$ cat config.mk
export PLATFORM = sky130hd
export DESIGN_NAME = jedro_1_test_monitor_flat
export DESIGN_NICKNAME = d
export VERILOG_FILES = /design/src/rtl/jedro_1_test_monitor_if.sv /design/src/rtl/jedro_1_test_monitor.sv /design/src/flat_wrapper.sv
export SDC_FILE = /design/constraint.sdc
export NUM_CORES = 1
export LEC_CHECK = 0
export ABC_AREA = 1
export BUFFER_PORTS_ARGS = -buffer_cell sky130_fd_sc_hd__clkbuf_2
export CORE_MARGIN = 1
export CORE_UTILIZATION = 51
export CTS_CLUSTER_DIAMETER = 120
export DETAILED_ROUTE_END_ITERATION = 10
export GPL_ROUTABILITY_DRIVEN = 0
export PLACE_DENSITY_LB_ADDON = 0.2
export SYNTH_ARGS = -nofsm -noshare
export SYNTH_HDL_FRONTEND = slang
export SYNTH_SLANG_ARGS = --single-unit
$ cat constraint.sdc
create_clock -name clk_i -period 2.9 [get_ports clk_i]
set_input_delay 0.29 -clock clk_i [delete_from_list [all_inputs] [get_ports clk_i]]
set_output_delay 0.29 -clock clk_i [all_outputs]
set_load 0.005 [all_outputs]
$ cat src/rtl/jedro_1_test_monitor_if.sv
// Regfile read port between the jedro_1 test monitor (master) and the regfile it inspects (slave).
interface jedro_1_test_monitor_if #(
  parameter int DATA_WIDTH     = 32,
  parameter int REG_ADDR_WIDTH = 5
);
  logic [REG_ADDR_WIDTH-1:0] rf_addr;
  logic [DATA_WIDTH-1:0]     rf_data;

  modport master (output rf_addr, input  rf_data);
  modport slave  (input  rf_addr, output rf_data);
endinterface

$ cat src/rtl/jedro_1_test_monitor.sv
// Run/check monitor for jedro_1 regression: run until stop, drain, compare regfile entries, report.
// Optional JEDRO_1_MON_ERR_CNT_EN: check every entry and count mismatches on err_cnt_o.
module jedro_1_test_monitor #(
  parameter int DATA_WIDTH     = 32,
  parameter int REG_ADDR_WIDTH = 5,
  parameter int NUM_CHECKS     = 2,
  parameter int MAX_CYCLES     = 32,
  parameter int DRAIN_CYCLES   = 3,
  parameter int CNT_WIDTH      = 16,
  localparam int NC_SAFE       = (NUM_CHECKS > 0) ? NUM_CHECKS : 1,
  localparam int IDX_W         = (NUM_CHECKS > 0) ? $clog2(NUM_CHECKS + 1) : 1
) (
  input  logic                          clk_i,
  input  logic                          rst_i,
  input  logic                          start_i,
  input  logic                          illegal_instr_i,
  input  logic                          halt_i,
  input  logic [NC_SAFE*REG_ADDR_WIDTH-1:0] exp_addr_i,
  input  logic [NC_SAFE*DATA_WIDTH-1:0] exp_data_i,
  jedro_1_test_monitor_if.master        rf_if,
  output logic                          busy_o,
  output logic                          done_o,
  output logic                          pass_o,
  output logic                          fail_o,
  output logic [1:0]                    stop_cause_o,
  output logic [IDX_W-1:0]              fail_idx_o,
  output logic [DATA_WIDTH-1:0]         fail_data_o,
`ifdef JEDRO_1_MON_ERR_CNT_EN
  output logic [CNT_WIDTH-1:0]          err_cnt_o,
`endif
  output logic [CNT_WIDTH-1:0]          cycle_cnt_o
);

  typedef enum logic [2:0] {S_IDLE, S_RUN, S_DRAIN, S_CHECK, S_DONE} state_e;

  localparam logic [1:0] CAUSE_ILLEGAL = 2'd1;
  localparam logic [1:0] CAUSE_TIMEOUT = 2'd2;
  localparam logic [1:0] CAUSE_HALT    = 2'd3;
  localparam logic [IDX_W-1:0]     LAST_IDX  = IDX_W'(NC_SAFE - 1);
  localparam logic [CNT_WIDTH-1:0] TIMEOUT_AT = CNT_WIDTH'(MAX_CYCLES - 1);
  localparam logic [CNT_WIDTH-1:0] DRAIN_LAST = CNT_WIDTH'(DRAIN_CYCLES - 1);

  state_e                  state_q, state_d;
  logic [CNT_WIDTH-1:0]    cycle_cnt_q, cycle_cnt_d;
  logic [CNT_WIDTH-1:0]    drain_cnt_q, drain_cnt_d;
  logic [IDX_W-1:0]        k_q, k_d;
  logic [1:0]              stop_cause_q, stop_cause_d;
  logic                    pass_q, pass_d;
  logic                    fail_q, fail_d;
  logic [IDX_W-1:0]        fail_idx_q, fail_idx_d;
  logic [DATA_WIDTH-1:0]   fail_data_q, fail_data_d;
`ifdef JEDRO_1_MON_ERR_CNT_EN
  logic [CNT_WIDTH-1:0]    err_cnt_q, err_cnt_d;
`endif

  logic [REG_ADDR_WIDTH-1:0] exp_addr_arr [NC_SAFE];
  logic [DATA_WIDTH-1:0]     exp_data_arr [NC_SAFE];
  logic [REG_ADDR_WIDTH-1:0] cur_addr;
  logic [DATA_WIDTH-1:0]     cur_data;
  logic [REG_ADDR_WIDTH-1:0] rf_addr;
  logic                      stop;
  logic [1:0]                cause;
  logic                      mismatch;

  genvar gi;
  generate
    for (gi = 0; gi < NC_SAFE; gi++) begin : g_unpack
      assign exp_addr_arr[gi] = exp_addr_i[gi*REG_ADDR_WIDTH +: REG_ADDR_WIDTH];
      assign exp_data_arr[gi] = exp_data_i[gi*DATA_WIDTH +: DATA_WIDTH];
    end
  endgenerate

  always_comb begin
    cur_addr = '0;
    cur_data = '0;
    for (int i = 0; i < NC_SAFE; i++) begin
      if (k_q == IDX_W'(i)) begin
        cur_addr = exp_addr_arr[i];
        cur_data = exp_data_arr[i];
      end
    end
  end

  always_comb begin
    state_d      = state_q;
    cycle_cnt_d  = cycle_cnt_q;
    drain_cnt_d  = drain_cnt_q;
    k_d          = k_q;
    stop_cause_d = stop_cause_q;
    pass_d       = pass_q;
    fail_d       = fail_q;
    fail_idx_d   = fail_idx_q;
    fail_data_d  = fail_data_q;
`ifdef JEDRO_1_MON_ERR_CNT_EN
    err_cnt_d    = err_cnt_q;
`endif
    rf_addr      = '0;
    stop         = 1'b0;
    cause        = 2'd0;
    mismatch     = 1'b0;

    case (state_q)
      S_IDLE, S_DONE: begin
        if (start_i) begin
          state_d      = S_RUN;
          cycle_cnt_d  = '0;
          stop_cause_d = 2'd0;
          pass_d       = 1'b0;
          fail_d       = 1'b0;
          fail_idx_d   = '0;
          fail_data_d  = '0;
`ifdef JEDRO_1_MON_ERR_CNT_EN
          err_cnt_d    = '0;
`endif
        end
      end
      S_RUN: begin
        cycle_cnt_d = (cycle_cnt_q == '1) ? cycle_cnt_q : cycle_cnt_q + CNT_WIDTH'(1);
        if (illegal_instr_i) begin
          stop  = 1'b1;
          cause = CAUSE_ILLEGAL;
        end else if (halt_i) begin
          stop  = 1'b1;
          cause = CAUSE_HALT;
        end else if (cycle_cnt_q == TIMEOUT_AT) begin
          stop  = 1'b1;
          cause = CAUSE_TIMEOUT;
        end
        if (stop) begin
          stop_cause_d = cause;
          drain_cnt_d  = '0;
          k_d          = '0;
          state_d      = (DRAIN_CYCLES == 0) ? S_CHECK : S_DRAIN;
        end
      end
      S_DRAIN: begin
        if (drain_cnt_q == DRAIN_LAST) begin
          state_d = S_CHECK;
          k_d     = '0;
        end else begin
          drain_cnt_d = drain_cnt_q + CNT_WIDTH'(1);
        end
      end
      S_CHECK: begin
        if (NUM_CHECKS == 0) begin
          state_d = S_DONE;
          pass_d  = 1'b1;
        end else begin
          rf_addr  = cur_addr;
          mismatch = (rf_if.rf_data != cur_data);
`ifdef JEDRO_1_MON_ERR_CNT_EN
          // Only the first mismatch of a run is recorded; later ones just count.
          if (mismatch) begin
            if (err_cnt_q == '0) begin
              fail_idx_d  = k_q;
              fail_data_d = rf_if.rf_data;
            end
            err_cnt_d = (err_cnt_q == '1) ? err_cnt_q : err_cnt_q + CNT_WIDTH'(1);
          end
          if (k_q == LAST_IDX) begin
            state_d = S_DONE;
            pass_d  = (err_cnt_d == '0);
            fail_d  = (err_cnt_d != '0);
          end else begin
            k_d = k_q + IDX_W'(1);
          end
`else
          if (mismatch) begin
            fail_idx_d  = k_q;
            fail_data_d = rf_if.rf_data;
            fail_d      = 1'b1;
            state_d     = S_DONE;
          end else if (k_q == LAST_IDX) begin
            pass_d  = 1'b1;
            state_d = S_DONE;
          end else begin
            k_d = k_q + IDX_W'(1);
          end
`endif
        end
      end
      default: state_d = S_IDLE;
    endcase
  end

  always_ff @(posedge clk_i) begin
    if (rst_i) begin
      state_q      <= S_IDLE;
      cycle_cnt_q  <= '0;
      drain_cnt_q  <= '0;
      k_q          <= '0;
      stop_cause_q <= 2'd0;
      pass_q       <= 1'b0;
      fail_q       <= 1'b0;
      fail_idx_q   <= '0;
      fail_data_q  <= '0;
`ifdef JEDRO_1_MON_ERR_CNT_EN
      err_cnt_q    <= '0;
`endif
    end else begin
      state_q      <= state_d;
      cycle_cnt_q  <= cycle_cnt_d;
      drain_cnt_q  <= drain_cnt_d;
      k_q          <= k_d;
      stop_cause_q <= stop_cause_d;
      pass_q       <= pass_d;
      fail_q       <= fail_d;
      fail_idx_q   <= fail_idx_d;
      fail_data_q  <= fail_data_d;
`ifdef JEDRO_1_MON_ERR_CNT_EN
      err_cnt_q    <= err_cnt_d;
`endif
    end
  end

  assign rf_if.rf_addr = rf_addr;
  assign busy_o        = (state_q == S_RUN) || (state_q == S_DRAIN) || (state_q == S_CHECK);
  assign done_o        = (state_q == S_DONE);
  assign pass_o        = pass_q;
  assign fail_o        = fail_q;
  assign stop_cause_o  = stop_cause_q;
  assign fail_idx_o    = fail_idx_q;
  assign fail_data_o   = fail_data_q;
  assign cycle_cnt_o   = cycle_cnt_q;
`ifdef JEDRO_1_MON_ERR_CNT_EN
  assign err_cnt_o     = err_cnt_q;
`endif

endmodule

$ cat src/flat_wrapper.sv
// flat-port wrapper written by rule: the top's interface ports become plain ports
module jedro_1_test_monitor_flat 
#(
  parameter int DATA_WIDTH     = 32,
  parameter int REG_ADDR_WIDTH = 5,
  parameter int NUM_CHECKS     = 2,
  parameter int MAX_CYCLES     = 32,
  parameter int DRAIN_CYCLES   = 3,
  parameter int CNT_WIDTH      = 16,
  localparam int NC_SAFE       = (NUM_CHECKS > 0) ? NUM_CHECKS : 1,
  localparam int IDX_W         = (NUM_CHECKS > 0) ? $clog2(NUM_CHECKS + 1) : 1
)
  (clk_i, rst_i, start_i, illegal_instr_i, halt_i, exp_addr_i, exp_data_i, busy_o, done_o, pass_o, fail_o, stop_cause_o, fail_idx_o, fail_data_o, cycle_cnt_o, rf_if_rf_addr, rf_if_rf_data);
  jedro_1_test_monitor_if #(.DATA_WIDTH(DATA_WIDTH), .REG_ADDR_WIDTH(REG_ADDR_WIDTH)) rf_if_i ();
  input  logic clk_i;
  input  logic rst_i;
  input  logic start_i;
  input  logic illegal_instr_i;
  input  logic halt_i;
  input  logic [NC_SAFE*REG_ADDR_WIDTH-1:0] exp_addr_i;
  input  logic [NC_SAFE*DATA_WIDTH-1:0] exp_data_i;
  output logic busy_o;
  output logic done_o;
  output logic pass_o;
  output logic fail_o;
  output logic [1:0] stop_cause_o;
  output logic [IDX_W-1:0] fail_idx_o;
  output logic [DATA_WIDTH-1:0] fail_data_o;
  output logic [CNT_WIDTH-1:0] cycle_cnt_o;
  output wire logic [$bits(rf_if_i.rf_addr)-1:0] rf_if_rf_addr;
  input wire logic [$bits(rf_if_i.rf_data)-1:0] rf_if_rf_data;
  assign rf_if_rf_addr = rf_if_i.rf_addr;
  assign rf_if_i.rf_data = rf_if_rf_data;
  jedro_1_test_monitor #(.DATA_WIDTH(DATA_WIDTH), .REG_ADDR_WIDTH(REG_ADDR_WIDTH), .NUM_CHECKS(NUM_CHECKS), .MAX_CYCLES(MAX_CYCLES), .DRAIN_CYCLES(DRAIN_CYCLES), .CNT_WIDTH(CNT_WIDTH)) u_core (.clk_i(clk_i), .rst_i(rst_i), .start_i(start_i), .illegal_instr_i(illegal_instr_i), .halt_i(halt_i), .exp_addr_i(exp_addr_i), .exp_data_i(exp_data_i), .rf_if(rf_if_i), .busy_o(busy_o), .done_o(done_o), .pass_o(pass_o), .fail_o(fail_o), .stop_cause_o(stop_cause_o), .fail_idx_o(fail_idx_o), .fail_data_o(fail_data_o), .cycle_cnt_o(cycle_cnt_o));
endmodule
==> reports/qor.yml <==
routing:
  drcViolationCount: 0
  via_count: 5842
  via_per_inst: 5.01
  wl_per_cell_microns: 12.1
  dr.first_iter.drc_count: 243
  ant_nets: 0
  drt-pass1-iter-count: 4
  drt_wl_total_microns: 14200
logic_synthesis:
  ys_seq_area_frac: 0.294
  synth_edf_count: 0
  synth_common_cells: "nand2_1 (324), inv_1 (113), nand3_1 (110)"
  syn_area_per_cell_sq_um: 5.88
  async_flop_share: 0
  ys.flop_type: "dfxtp_1"
  ys_types: 33
  synth_top_cell_by_area: "dfxtp_1"
  synth_cells: 868
  synth_area_sq_um: 5100
  yosysTopAreaCellShare: 0.294
  synth-seq-cells: 75
  synth.area.top_cells: "dfxtp_1 (29%), nand2_1 (24%), nand3_1 (11%)"
  postSynthNetCount: 984
  yosys_warnings: 0
  yosysMostFrequentCell: "nand2_1"
power_and_ir_drop:
  p_clk_frac: 0.268
  irDropWorstVdd_uv: 436
  seq_power_share: 0.390
  power_frac_comb: 0.342
  p_sw_frac: 0.386
  leakagePower_nw: 3.24
  power.switching_mw: 1.19
  internal-power_mw: 1.89
  p_per_area_nw_per_um2: 496
clock_network:
  cts.reportedPaths.clkPinSlew_ps: 90
  cts_buffers: 9
  hold_buffers: 0
  cts_tree: "yes"
  clock-sinks: 75
  cts.path.max_buffers: 2
  clk_latency_ps: 360
  cts-root-buf: "clkbuf_8"
  ctsHtreeMaxLevel: 3
worst_setup_path:
  path_max_fanout: 35
  start_kind: "flip-flop"
  arrival_ps: 2850
  end_kind: "flip-flop"
  critPathKind: "flip-flop to flip-flop"
  worst_ep_required_time_ps: 3180
die:
  die_w_microns: 102
  start_util: 0.525
  rows: 36
  ios: 172
  die_area_sq_um: 10400
  core_area_sq_um: 9730
  floorplan.die.height_microns: 102
global_route:
  groute.usage.overall: 0.263
  grt_pass1_vias: 4925
  grt_pass1_wl_microns: 21700
  gr-total-overflow: 0
  grt_max_degree: 52
  antenna_found_initial: 0
sta:
  max_freq_mhz: 389
  fin_skew_ps: 11.5
  fin_hold_ws_ps: 202
  drv_slew: 0
  hold_viol_final: 0
  tns_ps: 0
  grt_setup_unrepaired: "no"
  tightest_slew_ps: 539
  final-setup-viol-count: 0
  min_period_ps: 2570
  post-route-period-util: 0.887
  slew-limit-headroom: 0.638
run:
  drv_cap: 0
final_layout:
  diodes: 0
  drive_gt1_frac: 0.211
  layout.nets: 1145
  area_growth_pct: 21.8
  nFillCells: 956
placement:
  dp_hpwl_microns: 11100
  port_buffers: 171
hold_path:
  min_path_type: "input port to flip-flop"
status:
  status: "finished, final reports clean"
[worst paths after layout]
path                                           start  slack [ps]                                  end  cells past startpoint
setup / recovery          u_core.k_q[1]$_SDFFE_PP0P_         330   u_core.fail_data_o[3]$_SDFFE_PP0P_                     15
hold / removal                     rf_if_rf_data[15]         200  u_core.fail_data_o[15]$_SDFFE_PP0P_                      3
setup reg to reg          u_core.k_q[1]$_SDFFE_PP0P_         330   u_core.fail_data_o[3]$_SDFFE_PP0P_                     15
hold reg to reg   u_core.fail_data_o[5]$_SDFFE_PP0P_         470   u_core.fail_data_o[5]$_SDFFE_PP0P_                      2
[final cells by class]
type / instances / area (sq um) / share of cell area
multi-input cells: 644 / 2970 / 0.477
flip-flops and latches: 75 / 1500 / 0.242
repair buffers: 182 / 938 / 0.151
inverters: 117 / 444 / 0.0715
well taps: 133 / 166 / 0.0268
clock buffers: 10 / 128 / 0.0205
clock inverters: 6 / 71.3 / 0.0115
[metrics by stage]
stage,area (sq um),power [mW],setup WS [ps],utilization,instances
3_5_place_dp,6010,2.28,267,0.617,1151
6_report,6220,3.09,327,0.639,1167
4_1_cts,6210,3.11,260,0.638,1167
5_1_grt,6220,3.31,52.9,0.639,1167
2_1_floorplan,5100,1.94,870,-,868
3_3_place_gp,6010,2.27,361,0.617,1151
[cell families after synthesis]
group,after synthesis,share of synthesized area
simple gates,544,0.461
buf+inv,149,0.129
fa+ha+maj,5,0.0123
flops,75,0.294
compound gates,84,0.0850
xor+xnor,11,0.0189
[per-layer routing]
layer | GRT usage | routed length [microns] | vias to the layer above
li1 | - | - | 3066
met1 | 0.338 | 6200 | 2546
met2 | 0.451 | 6720 | 205
met3 | 0.0383 | 969 | 25
met4 | 0.0890 | 258 | 0
met5 | 0 | 0 | -
[cells in the final DEF, fill, tap and decap left out, drive strengths merged]
master	netlist	final
ha	5	5
o21ai	11	11
nor2	60	60
nand2	326	326
clkinv	1	1
xnor2	1	1
nor4	6	6
nand3b	10	10
nand4	9	9
xor2	10	10
nand3	115	115
buf	24	11
clkbuf	8	181
bufinv	0	1
o21bai	1	1
or2	1	1
a31oi	1	1
dfxtp	75	75
a211oi	4	4
clkinvlp	0	2
inv	116	119
a21oi	67	67
nor3	17	17
[registers in the layout, indices dropped and copies added (netlist names)]
| register | cells |
|---|---|
| u_core.k_q | 2 |
| u_core.drain_cnt_q | 16 |
| u_core.cycle_cnt_o | 16 |
| u_core.fail_data_o | 32 |
| u_core.state_q | 3 |
| u_core.fail_o | 1 |
| u_core.fail_idx_o | 2 |
| u_core.stop_cause_o | 2 |
| u_core.pass_o | 1 |
[power groups by stage]
stage	Combinational (mW)	Clock [mW]	Sequential, mW
after floorplan	0.721	0	1.22
after global placement	1.04	0	1.23
after detailed placement	1.05	0	1.22
after CTS	1.05	0.848	1.20
after global routing	1.20	0.893	1.22
final	1.06	0.827	1.20
[what timing repair did]
action | in CTS | in global routing
setup buffers | 0 | 0
setup endpoints to repair | 0 | 7
gates resized for setup | 0 | 1
[critical path, cell delays in order, from the launching register on]
cell     delay (ps)
dfxtp_1         330
inv_1           110
ha_2            250
buf_4           330
nand2_1         120
nand2_1          80
nand2_1          40
nand2_1          50
nand2_1          50
nor2_1          170
nand2_1         120
nor2_2          170
nand3_2         120
nand2_4         330
nand2_1         100
a21oi_1         140
No activity file was read; power rests on OpenSTA's default activity.
